<file path="config.mk">
export PLATFORM = sky130hd
export DESIGN_NAME = complex_accum
export DESIGN_NICKNAME = d
export VERILOG_FILES = /design/src/rtl/complex_accum_pkg.sv /design/src/rtl/cplx_reduce.sv /design/src/rtl/complex_accum.sv
export SDC_FILE = /design/constraint.sdc
export NUM_CORES = 1
export LEC_CHECK = 0
export CORE_ASPECT_RATIO = 0.8
export CORE_UTILIZATION = 41
export CTS_CLUSTER_DIAMETER = 200
export DETAILED_ROUTE_END_ITERATION = 8
export MAX_ROUTING_LAYER = met4
export PLACE_DENSITY = 0.72
export SLEW_MARGIN = 20
export SYNTH_ARGS = -nofsm -noshare
export SYNTH_HDL_FRONTEND = slang
export SYNTH_SLANG_ARGS = --single-unit
</file>
<file path="constraint.sdc">
create_clock -name clk -period 4 [get_ports clk]
set_input_delay 0.6 -clock clk [delete_from_list [all_inputs] [get_ports clk]]
set_output_delay 0.6 -clock clk [all_outputs]
set_load 0.005 [all_outputs]
</file>
<file path="src/rtl/complex_accum_pkg.sv">
// Shared definitions for the complex accumulator: the default fractional
// width, the two-state frame controller encoding and the output range check.
package complex_accum_pkg;

   localparam int FRAC_DEF = 5;

   localparam logic [0:0] ST_ACCUM = 1'b0;
   localparam logic [0:0] ST_HOLD  = 1'b1;

   // True when v lies outside the signed range of a w-bit two's-complement value
   function automatic logic out_of_range(input logic signed [63:0] v, input int w);
      logic signed [63:0] lim;
      lim = 64'sd1 <<< (w - 1);
      return (v < -lim) || (v > (lim - 64'sd1));
   endfunction

endpackage

</file>
<file path="src/rtl/cplx_reduce.sv">
// Reduces one ACC_W accumulator component to OUT_W bits and flags overflow.
// Build option COMPLEX_ACCUM_SAT_EN: saturate to the OUT_W signed limits on
// overflow; otherwise keep the low OUT_W bits (two's-complement wrap).
module cplx_reduce
   import complex_accum_pkg::*;
#(
   parameter int ACC_W = 18,
   parameter int OUT_W = 15
) (
   input  logic signed [ACC_W-1:0] i_val,
   output logic signed [OUT_W-1:0] o_val,
   output logic                    o_ovf
);

   logic signed [63:0] w_ext;

   assign w_ext = 64'(i_val);
   assign o_ovf = out_of_range(w_ext, OUT_W);

`ifdef COMPLEX_ACCUM_SAT_EN
   // Clamp value chosen by the sign of the unreduced component
   function automatic logic signed [OUT_W-1:0] sat_val(input logic neg);
      return neg ? {1'b1, {(OUT_W-1){1'b0}}} : {1'b0, {(OUT_W-1){1'b1}}};
   endfunction

   assign o_val = o_ovf ? sat_val(i_val[ACC_W-1]) : i_val[OUT_W-1:0];
`else
   assign o_val = i_val[OUT_W-1:0];
`endif

endmodule

</file>
<file path="src/rtl/complex_accum.sv">
// Frame accumulator for complex products: sums LEN products (or fewer when
// flushed) and presents the reduced sum on a held valid/ready output.
// Build option COMPLEX_ACCUM_SAT_EN (evaluated in cplx_reduce) selects
// saturation instead of wrap on output overflow.
module complex_accum
   import complex_accum_pkg::*;
#(
   parameter int IN_W  = 15,
   parameter int FRAC  = FRAC_DEF,
   parameter int LEN   = 4,
   parameter int ACC_W = 18,
   parameter int OUT_W = 15,
   localparam int CNT_W = $clog2(LEN + 1)
) (
   input  logic                    clk,
   input  logic                    reset,
   input  logic                    in_valid,
   output logic                    in_ready,
   input  logic signed [IN_W-1:0]  preal,
   input  logic signed [IN_W-1:0]  pimag,
   input  logic                    flush,
   output logic                    out_valid,
   input  logic                    out_ready,
   output logic signed [OUT_W-1:0] sumreal,
   output logic signed [OUT_W-1:0] sumimag,
   output logic [CNT_W-1:0]        count,
   output logic                    ovf
);

   if ((ACC_W < IN_W + $clog2(LEN)) || (OUT_W > ACC_W) || (LEN < 1) || (FRAC >= IN_W)) begin : g_bad_cfg
      $error("complex_accum: inconsistent width parameters");
   end

   logic [0:0]              r_state;
   logic                    r_out_valid;
   logic [CNT_W-1:0]        r_cnt;
   logic signed [ACC_W-1:0] r_acc_re;
   logic signed [ACC_W-1:0] r_acc_im;
   logic signed [OUT_W-1:0] r_sumreal;
   logic signed [OUT_W-1:0] r_sumimag;
   logic [CNT_W-1:0]        r_count;
   logic                    r_ovf;

   logic                    w_accept;
   logic                    w_close;
   logic [CNT_W-1:0]        w_cnt_next;
   logic signed [ACC_W-1:0] w_next_re;
   logic signed [ACC_W-1:0] w_next_im;
   logic signed [OUT_W-1:0] w_red_re;
   logic signed [OUT_W-1:0] w_red_im;
   logic                    w_ovf_re;
   logic                    w_ovf_im;

   assign in_ready   = (r_state == ST_ACCUM);
   assign w_accept   = in_valid & in_ready;
   assign w_cnt_next = r_cnt + CNT_W'(w_accept);
   assign w_next_re  = r_acc_re + (w_accept ? ACC_W'(preal) : '0);
   assign w_next_im  = r_acc_im + (w_accept ? ACC_W'(pimag) : '0);
   // A flush only closes a frame that holds at least one product, counting
   // a product accepted on the same cycle.
   assign w_close    = in_ready &
                       ((w_accept & (r_cnt == CNT_W'(LEN - 1))) |
                        (flush & ((r_cnt != '0) | w_accept)));

   cplx_reduce #(.ACC_W(ACC_W), .OUT_W(OUT_W)) u_red_re (
      .i_val (w_next_re),
      .o_val (w_red_re),
      .o_ovf (w_ovf_re)
   );

   cplx_reduce #(.ACC_W(ACC_W), .OUT_W(OUT_W)) u_red_im (
      .i_val (w_next_im),
      .o_val (w_red_im),
      .o_ovf (w_ovf_im)
   );

   // Frame controller: ACCUM until a frame closes, HOLD until the result is taken
   always_ff @(posedge clk or negedge reset) begin
      if (!reset) begin
         r_state     <= ST_ACCUM;
         r_out_valid <= 1'b0;
      end else if (r_state == ST_ACCUM) begin
         if (w_close) begin
            r_state     <= ST_HOLD;
            r_out_valid <= 1'b1;
         end
      end else if (out_ready) begin
         r_state     <= ST_ACCUM;
         r_out_valid <= 1'b0;
      end
   end

   // Running sums and product count; both clear on the edge that closes a frame
   always_ff @(posedge clk or negedge reset) begin
      if (!reset) begin
         r_acc_re <= '0;
         r_acc_im <= '0;
         r_cnt    <= '0;
      end else if (w_close) begin
         r_acc_re <= '0;
         r_acc_im <= '0;
         r_cnt    <= '0;
      end else if (w_accept) begin
         r_acc_re <= w_next_re;
         r_acc_im <= w_next_im;
         r_cnt    <= w_cnt_next;
      end
   end

   // Result register, loaded with the reduced closing sum and held until the next close
   always_ff @(posedge clk or negedge reset) begin
      if (!reset) begin
         r_sumreal <= '0;
         r_sumimag <= '0;
         r_count   <= '0;
         r_ovf     <= 1'b0;
      end else if (w_close) begin
         r_sumreal <= w_red_re;
         r_sumimag <= w_red_im;
         r_count   <= w_cnt_next;
         r_ovf     <= w_ovf_re | w_ovf_im;
      end
   end

   assign out_valid = r_out_valid;
   assign sumreal   = r_sumreal;
   assign sumimag   = r_sumimag;
   assign count     = r_count;
   assign ovf       = r_ovf;

endmodule

</file>
==> results.py, run 1 <==
metrics = {
    "status": {
        "status": "complete, no violations",
    },
    "die": {
        "io_pins": 71,
        "die_area_sq_um": 11900,
        "row_count": 34,
        "initial_utilization": 0.425,
        "core_area_sq_um": 11000,
        "die_height_um": 97.6,
        "die_x_um": 122,
    },
    "grt": {
        "grt_pass1_wl_um": 20500,
        "grt_pass1_vias": 4130,
        "grt_overflow_total": 0,
        "grtUsageTotal": 0.227,
        "grt_antenna_before_repair": 0,
        "grt_max_degree": 76,
    },
    "clocking": {
        "htreeDepth": 3,
        "clk_latency_ns": 0.34,
        "root_buffer": "clkbuf_16",
        "cts_buffer_depth": 2,
        "cts_made_buffers": 9,
        "cts_sinks": 75,
        "clk_pin_slew_ns": 0.06,
        "cts_tree": "built",
    },
    "worst_setup_path": {
        "path_max_fanout": 18,
        "crit_arrival_ns": 3.99,
        "cp.required_ns": 4.23,
        "cp-end-kind": "flop",
        "start_kind": "primary input",
        "crit_type": "in -> reg",
        "r2r_cells": 15,
    },
    "placed_design": {
        "hpwl_um": 8720,
        "io_buffers": 70,
        "place_congestion": 0.857,
        "dp.cells": 730,
        "pre_cts_slack_ns": -0.0896,
    },
    "drt": {
        "drt-vias-per-instance": 5.52,
        "wl_per_cell_um": 16.3,
        "firstDrtPassIters": 5,
        "drt_iter0_drc": 245,
        "ant_nets": 0,
        "drc": 0,
        "wl_um": 12100,
        "via_count": 4126,
    },
    "power": {
        "max-vdd-ir-drop_mv": 0.385,
        "p_leak_nw": 2.84,
        "total_power_mw": 4.14,
        "power_density_nw_per_um2": 690,
    },
    "timing": {
        "finalCriticalPeriod_ns": 3.76,
        "fmax_mhz": 266,
        "worst_slew_pin_slew_ns": 0.967,
        "timing.hold.ws_ns": 0.387,
        "finalHoldViolCount": 0,
        "final_max_slew_viol_count": 0,
        "max_slew_margin": 0.356,
        "period_share": 0.941,
        "rsz0062_at_grt": "false",
        "fin_ws_ns": 0.237,
        "setup_violations": 0,
        "clock-skew-final_ns": 0.00690,
    },
    "synthesis": {
        "syn_avg_cell_area_sq_um": 9.03,
        "syn_nets": 592,
        "yosys.area.top_type_share": 0.400,
        "synth_cell_types": 53,
        "synthCells": 519,
        "synth_top_flop_cell": "dfrtp_1",
        "yosysMostFrequentCell": "nand2_1",
        "synth.yosys.seq_area_share": 0.400,
        "synth-edff-count": 0,
        "ys_ff_latch": 75,
        "yosysTopAreaCell": "dfrtp_1",
        "netlist_area_sq_um": 4690,
        "synth_area_leaders": "dfrtp_1, ha_1, nand2_1, a22o_1, a21oi_1",
        "synthTopCellsByCount": "nand2_1, dfrtp_1, a21oi_1",
        "async_flop_share": 1.00,
        "yosysWarnings": 0,
    },
    "worst_hold_path": {
        "hp-class": "in -> async",
    },
    "final_layout": {
        "syn_to_final_growth_pct": 27.8,
        "drive_above_1_share": 0.0796,
        "n_fill_cell": 982,
        "final_cells": 747,
        "layout.nets": 671,
        "diodes": 0,
    },
    "job": {
        "drv_cap": 0,
    },
}
## stage by stage
stage,utilization,instance area (sq um),TNS (ns)
floorplan,-,4690,0
global placement,0.512,5640,0
detailed placement,0.512,5640,-0.129
CTS,0.543,5980,0
global route,0.544,5990,0
finish,0.544,5990,0
## cell families (layout without fill, tap and decap cells)
| group | Yosys count | count (layout) | synth area share |
|---|---|---|---|
| AND/OR/NAND/NOR | 201 | 201 | 0.202 |
| AO/OA/AOI/OAI | 138 | 138 | 0.201 |
| flip-flops | 75 | 75 | 0.400 |
| adder cells (fa/ha/maj) | 38 | 38 | 0.105 |
| buffers and inverters | 33 | 117 | 0.0264 |
| XOR/XNOR | 29 | 29 | 0.0542 |
| multiplexers | 5 | 5 | 0.0117 |
## cell usage in the layout, fill, tap and decap left out, types with 5 or more instances in the layout
master           instances
a211oi_1                 5
a21o_1                  10
a21oi_1                 36
a22o_1                  25
and2_1                  27
and3_1                   5
buf_4                   13
clkbuf_16                9
clkdlybuf4s50_1         69
dfrtp_1                 75
ha_1                    36
inv_1                   15
nand2_1                101
nand3_1                  6
nor2_1                  27
nor3_1                   6
o21a_1                   7
o21ai_0                 17
o21ai_1                 13
xnor2_1                 21
xor2_1                   8
## power breakdown
part	switching [mW]	internal [mW]	leakage, nW	total (mW)
Combinational	1.04	0.930	1.70	1.97
Sequential	0.178	1.05	0.978	1.22
Clock	0.315	0.624	0.169	0.939
## sequential cells by signal, summed over array words and instances (netlist names)
register	cells
out_valid	1
r_acc_im	18
ovf	1
count	3
sumimag	15
r_acc_re	18
r_cnt	3
sumreal	15
r_state	1
## final cells by class
type                            instances  area (sq um)  share of cell area
Clock inverter                          5           100              0.0167
Tap cell                              144           180              0.0301
Multi-Input combinational cell        411          2700               0.451
Inverter                               17          63.8              0.0106
Timing Repair Buffer                   84           828               0.138
Sequential cell                        75          1880               0.313
Clock buffer                           11           243              0.0405
## repair_timing
item,in CTS,in global routing
setup endpoints to repair,0,1
setup buffers,0,1
hold endpoints to repair,0,0
gates resized for setup,0,0
hold buffers,0,0
## per-layer routing
metal	vias up	wire (um)	track usage
met5	-	0	-
met1	1982	5800	0.307
li1	1977	-	-
met2	137	5440	0.333
met4	0	289	0.0912
met3	30	620	0.0428
## path summary, 6_finish.rpt
check / from / slack (ns) / endpoint
max in group asynchronous: reset / 2.95 / sumreal[10]
worst min register to register: sumimag[4] / 0.48 / sumimag[4]
worst max register to register: r_state / 0.47 / ovf
worst max-delay path: in_valid / 0.24 / ovf
min in group clk: sumimag[4] / 0.48 / sumimag[4]
worst min-delay path: reset / 0.39 / sumimag[11]
## critical path, cell delays in order
cell	delay, ns
clkdlybuf4s50_1	0.51
nand2_2	0.08
inv_2	0.22
buf_4	0.28
nand2_1	0.12
inv_1	0.12
ha_1	0.27
or2_2	0.30
o31ai_1	0.07
a31oi_1	0.08
or4_1	0.46
and3_1	0.20
or4_1	0.41
mux2i_1	0.17
a21oi_1	0.08
Power figures use the tool's default switching activity.
==> inputs of run 2 (changes only) <==
Settings changed: TNS_END_PERCENT set to 20.
==> results of run 2 <==
Final layout, timing and power as in run 1 (identical DEF).
==> inputs of run 3 (changes only) <==
Settings changed: CORE_MARGIN set to 2.
==> run 3 against run 2 <==
Net effect: register-to-register slack improved by 0.03 ns; worst hold slack improved by 0.0037 ns; combinational power about the same; largest cell class unchanged.
==> results.py, run 3 (same netlist as run 1, synthesis figures left out) <==
metrics = {
    "timing": {
        "timing.hold.ws_ns": 0.391,
        "fmax_mhz": 269,
        "max_slew_margin": 0.333,
        "finalHoldViolCount": 0,
        "period_share": 0.930,
        "setup_violations": 0,
        "finalCriticalPeriod_ns": 3.72,
        "worst_slew_pin_slew_ns": 1.00,
        "final_max_slew_viol_count": 0,
        "clock-skew-final_ns": 0.00551,
        "fin_ws_ns": 0.281,
        "rsz0062_at_grt": "false",
    },
    "die": {
        "die_area_sq_um": 12300,
        "die_height_um": 99.6,
        "io_pins": 71,
        "row_count": 34,
        "core_area_sq_um": 11000,
        "die_x_um": 124,
        "initial_utilization": 0.425,
    },
    "clocking": {
        "root_buffer": "clkbuf_16",
        "cts_hold_buf": 0,
        "cts_sinks": 75,
        "htreeDepth": 3,
        "cts_tree": "built",
        "cts_buffer_depth": 2,
        "post-cts-setup-buffers": 0,
        "clk_pin_slew_ns": 0.06,
        "post_cts_resize_count": 0,
        "clk_latency_ns": 0.34,
        "cts_made_buffers": 9,
    },
    "drt": {
        "wl_um": 12200,
        "drt-vias-per-instance": 5.48,
        "via_count": 4118,
        "firstDrtPassIters": 4,
        "drc": 0,
        "ant_nets": 0,
        "wl_per_cell_um": 16.2,
        "drt_iter0_drc": 237,
    },
    "worst_setup_path": {
        "cp.required_ns": 4.26,
        "crit_type": "in -> reg",
        "worstPathCellList": "clkdlybuf4s50_1, nand2_2, inv_2, and2_1, ha_1, inv_1, fa_1, nor2b_1, o31a_1, o21ai_1, a211oi_2, o21a_1, o311ai_2, and3_1, mux2_2, a21oi_1",
        "r2r_start": "r_state",
        "slowest_delay_ns": 0.50,
        "cp-end-kind": "flop",
        "r2r_cells": 16,
        "r2r-end": "ovf",
        "crit_slowest_cell": "clkdlybuf4s50_1",
        "path_max_fanout": 11,
        "rrSetupSlack_ns": 0.50,
        "crit_arrival_ns": 3.98,
        "start_kind": "primary input",
        "critPathLaunch": "in_valid",
        "cp-endpoint": "ovf",
    },
    "power": {
        "power_density_nw_per_um2": 671,
        "p_leak_nw": 2.83,
        "max-vdd-ir-drop_mv": 0.283,
    },
    "grt": {
        "grt_antenna_before_repair": 0,
        "grt_max_degree": 76,
        "grtUsageTotal": 0.214,
        "grt_pass1_vias": 4016,
        "grt_pass1_wl_um": 20100,
        "grt_overflow_total": 0,
    },
    "final_layout": {
        "reg.largest.list": "r_acc_im: 18 flops, r_acc_re: 18 flops",
        "final_cell_mix": "nand2_1, dfrtp_1, clkdlybuf4s50_1",
        "n_fill_cell": 992,
        "layout.nets": 675,
        "final_common_cell": "nand2_1",
        "diodes": 0,
        "finish.utilization": 0.540,
        "drive_above_1_share": 0.0824,
        "syn_to_final_growth_pct": 27.0,
    },
    "placed_design": {
        "io_buffers": 70,
        "pre_cts_slack_ns": -0.0435,
        "place_congestion": 0.887,
        "hpwl_um": 8820,
    },
    "status": {
        "status": "complete, no violations",
    },
    "worst_hold_path": {
        "hp-class": "in -> async",
    },
    "job": {
        "drv_cap": 0,
    },
}
-- run 3: metrics by stage --
step | power [mW] | std cells | setup TNS, ns | instance area, sq um
floorplan | 2.43 | 519 | 0 | 4690
global placement | 3.15 | 735 | 0 | 5670
detailed placement | 3.19 | 735 | -0.0435 | 5670
CTS | 4.02 | 751 | 0 | 5950
global route | 4.30 | 751 | 0 | 5950
finish | 4.00 | 751 | 0 | 5950
-- run 3: worst min-delay path by stage --
stage / startpoint / to / cells after the start
floorplan: reset / count[0] / 0
global placement: sumimag[3] / sumimag[3] / 2
detailed placement: sumreal[8] / sumreal[8] / 2
CTS: reset / sumimag[6] / 1
global route: reset / sumimag[6] / 1
finish: reset / sumimag[6] / 1
-- run 3: layout make-up --
class	count	area, sq um	area share
Sequential cell	75	1880	0.315
Timing Repair Buffer	88	846	0.142
Clock buffer	12	236	0.0397
Multi-Input combinational cell	411	2700	0.453
Clock inverter	4	51.3	0.00862
Inverter	17	63.8	0.0107
Tap cell	144	180	0.0303
-- run 3: routing by layer --
metal / global-route usage / routed length, um / vias to the layer above
met4: 0.0577 / 158 / 0
met1: 0.295 / 5910 / 2003
met2: 0.314 / 5460 / 110
met5: - / 0 / -
li1: - / - / 1992
met3: 0.0516 / 659 / 13
-- run 3: worst max-delay path: cells and delay by family --
| kind | cells | cell delay [ns] |
|---|---|---|
| buf+inv | 3 | 0.73 |
| fa+ha+maj | 2 | 0.59 |
| mux | 1 | 0.26 |
| compound gates | 6 | 1.21 |
| simple gates | 4 | 0.59 |
-- run 3: power breakdown --
part / internal, mW / switching [mW]
Clock: 0.484 / 0.323
Combinational: 0.933 / 1.04
Sequential: 1.05 / 0.171
Total: 2.46 / 1.53
